`src/rtl/acc_pkg.sv`:
```
// ----------------------------------------------------------------------------
// acc_pkg : shared types and default widths for the accumulator sequencer
// Revision: 1.0
// ----------------------------------------------------------------------------
`default_nettype none

package acc_pkg;

   localparam int c_DW_DEFAULT = 8;
   localparam int c_CW_DEFAULT = 4;

   typedef enum logic [1:0] {
      S_IDLE  = 2'd0,
      S_CLEAR = 2'd1,
      S_ACCUM = 2'd2,
      S_DONE  = 2'd3
   } state_t;

endpackage

`default_nettype wire

```
`src/rtl/acc_seq_ctrl.sv`:
```
// ----------------------------------------------------------------------------
// acc_seq_ctrl : clears an 8-bit accumulator datapath, feeds it N operands
//                over valid/ready, then returns the final sum with a done pulse
// Revision: 1.0
// ----------------------------------------------------------------------------
`default_nettype none

module acc_seq_ctrl
   import acc_pkg::*;
#(
   parameter int DW = c_DW_DEFAULT,
   parameter int CW = c_CW_DEFAULT
) (
   input  logic          clk,
   input  logic          rst,
   input  logic          start,
   input  logic [CW-1:0] count,
   input  logic          op_valid,
   input  logic [DW-1:0] op_data,
   output logic          op_ready,
   input  logic [DW-1:0] acc_q,
   output logic [DW-1:0] dp_a,
   output logic          dp_s,
   output logic          dp_l,
   output logic          busy,
   output logic          done,
   output logic [DW-1:0] result
);

   state_t        r_state;
   state_t        w_state_nxt;
   logic [CW-1:0] r_remaining;
   logic          r_done;
   logic [DW-1:0] r_result;
   logic          w_xfer;

   always_ff @(posedge clk or posedge rst) begin
      if (rst) begin
         r_state <= S_IDLE;
      end else begin
         r_state <= w_state_nxt;
      end
   end

   // remaining is only meaningful from CLEAR onwards; it is loaded on the accepting edge
   always_ff @(posedge clk or posedge rst) begin
      if (rst) begin
         r_remaining <= '0;
         r_done      <= 1'b0;
         r_result    <= '0;
      end else begin
         r_done <= (w_state_nxt == S_DONE);
         if (r_state == S_IDLE && start) begin
            r_remaining <= count;
         end else if (w_xfer) begin
            r_remaining <= r_remaining - 1'b1;
         end
         if (r_state == S_DONE) begin
            r_result <= acc_q;
         end
      end
   end

   always_comb begin
      w_state_nxt = r_state;
      op_ready    = 1'b0;
      dp_a        = '0;
      dp_s        = 1'b0;
      dp_l        = 1'b0;
      w_xfer      = 1'b0;
      case (r_state)
         S_IDLE: begin
            if (start) begin
               w_state_nxt = S_CLEAR;
            end
         end
         S_CLEAR: begin
            dp_l        = 1'b1;
            w_state_nxt = (r_remaining == '0) ? S_DONE : S_ACCUM;
         end
         S_ACCUM: begin
            op_ready = 1'b1;
            dp_a     = op_data;
            dp_s     = 1'b1;
            dp_l     = op_valid;
            w_xfer   = op_valid;
            if (op_valid && r_remaining == CW'(1)) begin
               w_state_nxt = S_DONE;
            end
         end
         S_DONE: begin
            w_state_nxt = S_IDLE;
         end
         default: begin
            w_state_nxt = S_IDLE;
         end
      endcase
   end

   assign busy   = (r_state != S_IDLE);
   assign done   = r_done;
   assign result = r_result;

endmodule

`default_nettype wire

```
`config.mk`:
```
export PLATFORM = sky130hd
export DESIGN_NAME = acc_seq_ctrl
export DESIGN_NICKNAME = d
export VERILOG_FILES = /design/src/rtl/acc_pkg.sv /design/src/rtl/acc_seq_ctrl.sv
export SDC_FILE = /design/constraint.sdc
export NUM_CORES = 1
export LEC_CHECK = 0
export CORE_ASPECT_RATIO = 1.2
export CORE_UTILIZATION = 37
export DETAILED_ROUTE_END_ITERATION = 8
export PLACE_DENSITY = 0.78
export SLEW_MARGIN = 20
export SYNTH_ARGS = -nofsm -noshare
export SYNTH_HDL_FRONTEND = slang
export SYNTH_SLANG_ARGS = --single-unit
```
`constraint.sdc`:
```
create_clock -name clk -period 2 [get_ports clk]
set_clock_uncertainty 0.05 [all_clocks]
set_input_delay 0.6 -clock clk [delete_from_list [all_inputs] [get_ports clk]]
set_output_delay 0.6 -clock clk [all_outputs]
set_load 0.1 [all_outputs]
```
Word level (Yosys, flattened, before mapping)
Cells that the tools add are included.
{"block": "totals", "regBits": 15, "input_bits": 24, "output_inout_bits": 21, "wordCells": 26}
{"block": "op_classes", "add_sub_neg": 1, "eq_ne": 5, "mux": 10, "reduce_logical": 6}
{"operator": "2-to-1 mux 4 bit", "count": 2}
{"operator": "2-to-1 mux 8 bit", "count": 1}
{"operator": "one-hot mux 2 bit (4 select lines)", "count": 1}
{"operator": "equality test 2 bit, second input constant", "count": 3}
{"operator": "equality test 4 x 1 -> 1 bit, second input constant", "count": 1}
{"operator": "logical NOT 4 bit", "count": 1}
{"operator": "2-to-1 mux 2 bit", "count": 2}
{"operator": "nonzero test 2 bit", "count": 2}
{"operator": "subtractor 4 x 1 -> 4 bit, second input constant", "count": 1}
{"operator": "2-to-1 mux 1 bit", "count": 3}
{"operator": "equality test 2 x 1 -> 1 bit, second input constant", "count": 1}
{"operator": "logical AND 1 bit", "count": 2}
{"operator": "logical NOT 2 bit", "count": 1}
{"operator": "one-hot mux 1 bit (2 select lines)", "count": 1}

Longest topological paths before layout
Gate-level depths: netlist of the first run.
{"block": "logic_depth", "depth_word": 5, "ltp_mapped": 6, "mapped_depth_nobuf": 5}

Worst setup path before layout of the first run
Ideal clock, no wire load.
{"block": "synth_path", "path_type": "reg2out", "from": "reg r_state[0]", "to": "out dp_l", "arrival_time_ns": 2.998, "required_ns": 1.350, "slack_ns": -1.648, "stages_incl_launch_ff": 6, "path_buffers": 1, "path_cell_list": "dfrtp_1 inv_1 ha_1 clkbuf_1 a21oi_1 nor2_1"}
{"block": "synth_via", "elab_chain_len": 2, "word_cells_on_any_way": 3, "classes_between": "eq/ne: 2; mux: 1"}
{"item": "from (decl)", "line_no": "acc_seq_ctrl.sv:30", "rtl": "state_t r_state;"}
{"item": "from (signal assigned)", "line_no": "acc_seq_ctrl.sv:41", "rtl": "r_state <= w_state_nxt;"}
{"item": "equality test 2 bit / equality test 2 x 1 -> 1 bit (equally long branches)", "line_no": "acc_seq_ctrl.sv:71", "rtl": "case (r_state)"}
{"item": "one-hot mux 1 bit (2 select lines) (*)", "line_no": "acc_seq_ctrl.sv:71"}
{"item": "to (decl)", "line_no": "acc_seq_ctrl.sv:24", "rtl": "output logic dp_l,"}
Mark *: on every way between the ends. The rest lies on a longest branch, timed or not.

Worst setup path after layout of the first run
{"block": "layout_path", "from": "reg r_state[1]", "to": "out dp_l"}
The elaborated chain is that of the path after synthesis.

==> metrics.md, run 1 <==
| Metric | Value |
|---|---|
| Post-Synth Simple-Gate Area | `0.117` |
| Number of synthesis warnings | `0` |
| Overall die area | `2360 sq um` |
| Mean post-synth cell area | `11.0 sq um` |
| Worst-Margin Slew | `between 0.5 and 0.6 ns` |
| CP Data Arrival Time | `approximately 1.4 ns` |
| Layout cell share with drive strength beyond 1 | `0.453` |
| Number of diodes | `0` |
| Cell Chain, Critical Path | `inv_1, ha_1, inv_2, nor2_4, buf_12` |
| Failing checks | `setup timing` |
| Min Clock Period, post-route | `2.05 ns` |
| Max cap viols | `0` |
| Final Util | `0.797` |
| CTS root buf | `clkbuf_4` |
| Num CTS Buffers | `3` |
| Cells on worst reg2reg path | `6` |
| Total Nets Final | `161` |
| Tot GR Track Use | `0.191` |
| FP Rows | `18` |
| Vias in the first global route | `760` |
| Synth cell count leaders | `dfrtp_1 (15), mux2_2 (9), and2_1 (8), ha_1 (8), inv_1 (7)` |
| Final hold slack | `about 0.53 ns` |
| Largest net degree at the start of global routing | `16` |
| Post-synth top area share | `0.468` |
| Die height | `around 53 um` |
| Hold Crit Class | `register to register` |
| CTS tree | `done` |
| CORE AREA | `2050 sq um` |
| Post-route ant nets | `0` |
| Clock Path Buffers | `2` |
| Routability Congestion | `~0.67` |
| First-pass GRT wire length | `3190 um` |
| Achievable Freq | `487 MHz` |
| Slew margin rel. | `0.633` |
| CP Capture Type | `output port` |
| Unique masters post-synth | `20` |
| Nature of the critical path startpoint | `register` |
| Clock Sinks | `15` |
| Ports | `45` |
| Routed WL | `1990 um` |
| Drt first pass iters | `4` |
| Gate Count Post-Synth | `73` |
| Setup TNS | `-0.146 ns` |
| Post-Place Setup Slack | `-0.167 ns` |
| Worst path slowest cell | `dfrtp_1` |
| Status | `complete, but fails checks` |
| #FFs+latches synth | `15` |
| Congestion Overflow GR | `0` |
| Port buffer count | `44` |
| Starting Density | `0.391` |
| Xor/xnor share of the synthesized area | `0.0218` |
| CP Class | `register to output port` |
| DR WL/cell | `12.6 um` |
| Post-synth ARST share | `1.00` |
| Most common cell in the netlist | `dfrtp_1` |
| Post-Synth Adder-Cell Area | `0.125` |
| Vias/cell | `4.75` |
| Post-Syn Nets | `between 100 and 150` |
| Hpwl dp | `roughly 1600 um` |
| Post-Synthesis Cell Area | `approximately 800 sq um` |
| CTS H-tree depth | `1` |
| Die width | `around 45 um` |
| Largest family of logic cells by synthesized area | `multiplexers` |
| Initial antenna violation count | `0` |
| Proportion of synthesized area in mux cells | `0.139` |
| Starting DRC count in detailed routing | `6` |
| Top post-synthesis cells by area | `dfrtp_1 (47%), mux2_2 (13%), ha_1 (12%)` |
| Routed via count | `751` |
| Hold buffers post-CTS | `0` |
| Largest stage delay, worst path | `0.38 ns` |
| Worst-path clk slew | `0.08 ns` |
| # DRC | `0` |
| Ratio of final minimum period to clock period | `1.03` |
| Post-synth EDFFs | `0` |
| Hold Path Depth | `1` |
| Required time worst endpoint | `1.35 ns` |
| Seq/Total Area, Yosys | `0.468` |
| Cell taking the most area after synthesis | `dfrtp_1` |
| Compound-Gate Fraction of Synth Area | `0.0780` |
| Max Slew Vio Count | `0` |
| Setup violations, final | `7` |
| Clock Latency Late Sink | `~0.28 ns` |
| CP Max Fanout | `3` |
| RSZ-0062 raised after global routing | `yes` |
| Final WS setup | `-0.0528 ns` |
| Most used flip-flop cell after synthesis | `dfrtp_1` |
| Area grow syn2layout | `104%` |
| Hold Violations, Final | `0` |
-- cell families (layout without fill, tap and decap cells) --
| group | after synthesis | in the layout |
|---|---|---|
| mux | 10 | 10 |
| buf+inv | 10 | 65 |
| flops | 15 | 15 |
| simple gates | 18 | 18 |
| compound gates | 10 | 10 |
| fa+ha+maj | 8 | 8 |
| xor+xnor | 2 | 2 |
-- sequential cells by signal, summed over array words and instances (netlist names) --
signal and count:
r_remaining 4, done 1, r_state 2, result 8
-- final cells by class --
type / count / area (sq um)
clock buffers: 4 / 26.3
fillers: 119 / 417
inverters: 7 / 26.3
multi-input cells: 48 / 439
flip-flops and latches: 15 / 375
well taps: 30 / 37.5
repair buffers: 54 / 728
-- worst max-delay path, delay by kind of cell, from the launching register on --
| kind | cells | cell delay [ns] |
|---|---|---|
| and+or+nand+nor | 1 | 0.09 |
| buffers and inverters | 3 | 0.33 |
| DFF | 1 | 0.38 |
| adders and majority gates | 1 | 0.31 |
-- layout by cell type, fill, tap and decap left out, drive strengths merged --
master	n
dfrtp	15
mux2	9
buf	31
dlymetal6s2s	2
clkdlybuf4s50	19
nand2	2
a21oi	5
a32oi	1
nor2	5
o31a	1
xor2	1
dlygate4sd2	2
inv	7
nand3	1
clkbuf	4
o21ai	1
a31oi	1
or3	2
a211oi	1
mux2i	1
and2	8
xnor2	1
ha	8
-- path summary, 6_finish.rpt --
check | startpoint | end | slack, ns
max in group asynchronous | rst | r_state[0] | 0.92
worst min-delay path | result[0] | result[0] | 0.53
worst min register to register | result[0] | result[0] | 0.53
min in group asynchronous | rst | result[4] | 0.61
worst max register to register | r_state[0] | done | 0.32
worst max-delay path | r_state[1] | dp_l | -0.05
-- per-layer routing --
layer | vias up | global-route usage | wire length [um]
met1 | 353 | 0.187 | 701
met2 | 44 | 0.365 | 1120
met4 | 0 | 0.0606 | 14
li1 | 352 | - | -
met5 | - | 0 | 0
met3 | 2 | 0.0648 | 157
-- through the flow --
stage | instances | cell area [sq um]
final | 158 | 1630
after global routing | 158 | 1630
after CTS | 157 | 1610
after detailed placement | 146 | 1530
after global placement | 146 | 1530
after floorplan | 73 | 853
-- repair_timing --
action,CTS,global route
pin swaps,0,3
buffers inserted,7,1
gates resized for setup,5,9
cloned,0,0
setup endpoints to repair,9,11
Power of run 1 is not shown: default switching activity piles up to over one toggle a cycle in this logic, so the estimate is an artifact.
==> run 2: changes to the inputs <==
--- a/config.mk
+++ b/config.mk
@@ -13,3 +13,4 @@
 export SYNTH_ARGS = -nofsm -noshare
 export SYNTH_HDL_FRONTEND = slang
 export SYNTH_SLANG_ARGS = --single-unit
+export TNS_END_PERCENT = 30
==> run 2 against run 1 <==
- the run still ends with setup timing left
- cell area is 3.2% higher
- sequential share of layout area fell by 0.72 points
- critical path depth up 1
- non-clock buffer count rose by 3
- global-route usage increased by 1.8 points
- hold slack barely moved
- clock-buffer cell count stayed put
- maximum frequency fell by 0.83%
- die area did not move
- cell count rose by 1.9%
- largest cell class unchanged
==> metrics.md, run 2 (same netlist as run 1, synthesis figures left out) <==
| Metric | Value |
|---|---|
| Routed WL | `2160 um` |
| Worst path slowest cell | `dfrtp_1` |
| FF/Latch Area | `375 sq um` |
| Achievable Freq | `just under 500 MHz` |
| Reg2reg end | `r_remaining[3]` |
| CP Data Arrival Time | `1.42 ns` |
| Nature of the critical path startpoint | `register` |
| Multi-input logic area | `462 sq um` |
| Most common cell after layout, fill and taps aside | `buf_12` |
| Worst-Margin Slew | `about 0.54 ns` |
| Vias in the first global route | `between 800 and 900` |
| Buf/Inv on CP | `4` |
| CTS root buf | `clkbuf_4` |
| # DRC | `0` |
| Clock Sinks | `15` |
| Post-route ant nets | `0` |
| Hold Path Depth | `2` |
| Largest stage delay, worst path | `0.37 ns` |
| Layout fillers | `approximately 130` |
| Hold Crit Class | `register to register` |
| Max reg flops | `8` |
| Worst-path clk slew | `around 0.080 ns` |
| Slew margin rel. | `0.638` |
| CP Max Fanout | `2` |
| Tot GR Track Use | `0.209` |
| Setup violations, final | `6` |
| Failing checks | `setup timing` |
| DR WL/cell | `13.4 um` |
| CTS H-tree depth | `1` |
| Number of diodes | `0` |
| Largest net degree at the start of global routing | `16` |
| Port buffer count | `44` |
| FP Rows | `18` |
| Congestion Overflow GR | `0` |
| Overall die area | `2360 sq um` |
| Hold path start | `r_remaining[3]` |
| Initial antenna violation count | `0` |
| Vias/cell | `roughly 4.8` |
| R2R Setup Slk | `0.29 ns` |
| Cell Chain, Critical Path | `inv_2, buf_6, ha_4, inv_4, nor2_4, buf_12` |
| Area grow syn2layout | `110%` |
| Layout cell share with drive strength beyond 1 | `0.473` |
| Ports | `45` |
| Starting DRC count in detailed routing | `11` |
| Total Nets Final | `164` |
| Routed via count | `765` |
| Die height | `53 um` |
| First-pass GRT wire length | `3450 um` |
| Required time worst endpoint | `1.35 ns` |
| Drt first pass iters | `4` |
| Die width | `44.5 um` |
| CP Class | `register to output port` |
| CP Capture Type | `output port` |
| Clock Path Buffers | `2` |
| Num CTS Buffers | `3` |
| Hold Violations, Final | `0` |
| Status | `complete, but fails checks` |
| Ratio of final minimum period to clock period | `1.03` |
| Placed Area | `1530 sq um` |
| CORE AREA | `2050 sq um` |
| Crit Reg-Reg Startpoint | `r_state[0]` |
| Max cap viols | `0` |
| CP startpoint | `r_state[0]` |
| Routability Congestion | `0.668` |
| Max Slew Vio Count | `0` |
| Delay-heaviest family, CP | `buffers and inverters` |
| Final WS setup | `-0.0700 ns` |
| Hold EP | `r_remaining[3]` |
| Cells on worst reg2reg path | `7` |
| Hold buffers post-CTS | `0` |
| Clock Latency Late Sink | `roughly 0.28 ns` |
| Design Area, Final | `1690 sq um` |
| RSZ-0062 raised after global routing | `yes` |
| Hpwl dp | `1500 um` |
| Starting Density | `0.391` |
| Most frequent cells in the layout | `buf_12 (21), clkdlybuf4s50_1 (17), dfrtp_1 (15), mux2_2 (9), buf_4 (9)` |
| CTS tree | `done` |
| Min Clock Period, post-route | `2.07 ns` |
run 2: cell count changes in the layout (fill, tap and decap cells not counted):
cell | previous run | this run
clkdlybuf4s50_1 | 19 | 17
ha_2 | 1 | 0
ha_4 | 1 | 3
buf_4 | 10 | 9
dlygate4sd2_1 | 2 | 6
buf_6 | 0 | 4
dlymetal6s2s_1 | 2 | 0
ha_1 | 6 | 5
inv_4 | 0 | 1
inv_2 | 2 | 1
run 2: area by class of cell:
cell class / instances / area share
Timing Repair Buffer: 57 / 0.448
Tap cell: 30 / 0.0223
Multi-Input combinational cell: 48 / 0.274
Sequential cell: 15 / 0.223
Inverter: 7 / 0.0171
Clock buffer: 4 / 0.0156
run 2: through the flow:
step	instances	hold slack [ns]	util	setup WS, ns	TNS [ns]
6_report	161	0.532	0.822	-0.0700	-0.371
5_1_grt	161	0.551	0.822	-0.129	-0.697
4_1_cts	159	0.531	0.808	-0.0948	-0.488
3_5_place_dp	146	0.514	0.747	-0.169	-0.455
3_3_place_gp	146	0.506	0.747	-0.158	-0.385
2_1_floorplan	73	0.451	-	-0.271	-1.83
run 2: what timing repair did:
action,4_1_cts,5_1_grt
gates cloned,0,0
buffers inserted,9,2
setup endpoints to repair,9,11
gates resized for setup,21,3
endpoints found under the hold margin,0,0
pin swaps,5,8
run 2: worst min-delay path: cells and delay by family, from the launching register on:
kind / cells / cell delay (ns)
compound gates: 2 / 0.16
flops: 1 / 0.39
run 2: layer usage:
layer,GRT usage,part of all wire,up-vias
li1,-,-,358
met1,0.193,0.34,355
met2,0.387,0.55,47
met3,0.0546,0.077,5
met4,0.141,0.026,0
met5,0,0,-
run 2: how the worst max path moves through the flow:
stage               endpoint  slack, ns  cells past startpoint
finish                  dp_l      -0.07                      6
global route            dp_l      -0.13                      6
CTS                     dp_l      -0.09                      6
detailed placement      dp_l      -0.17                      4
global placement        dp_l      -0.16                      4
floorplan               dp_l      -0.27                      5
Power of run 2 is left out for the same reason.
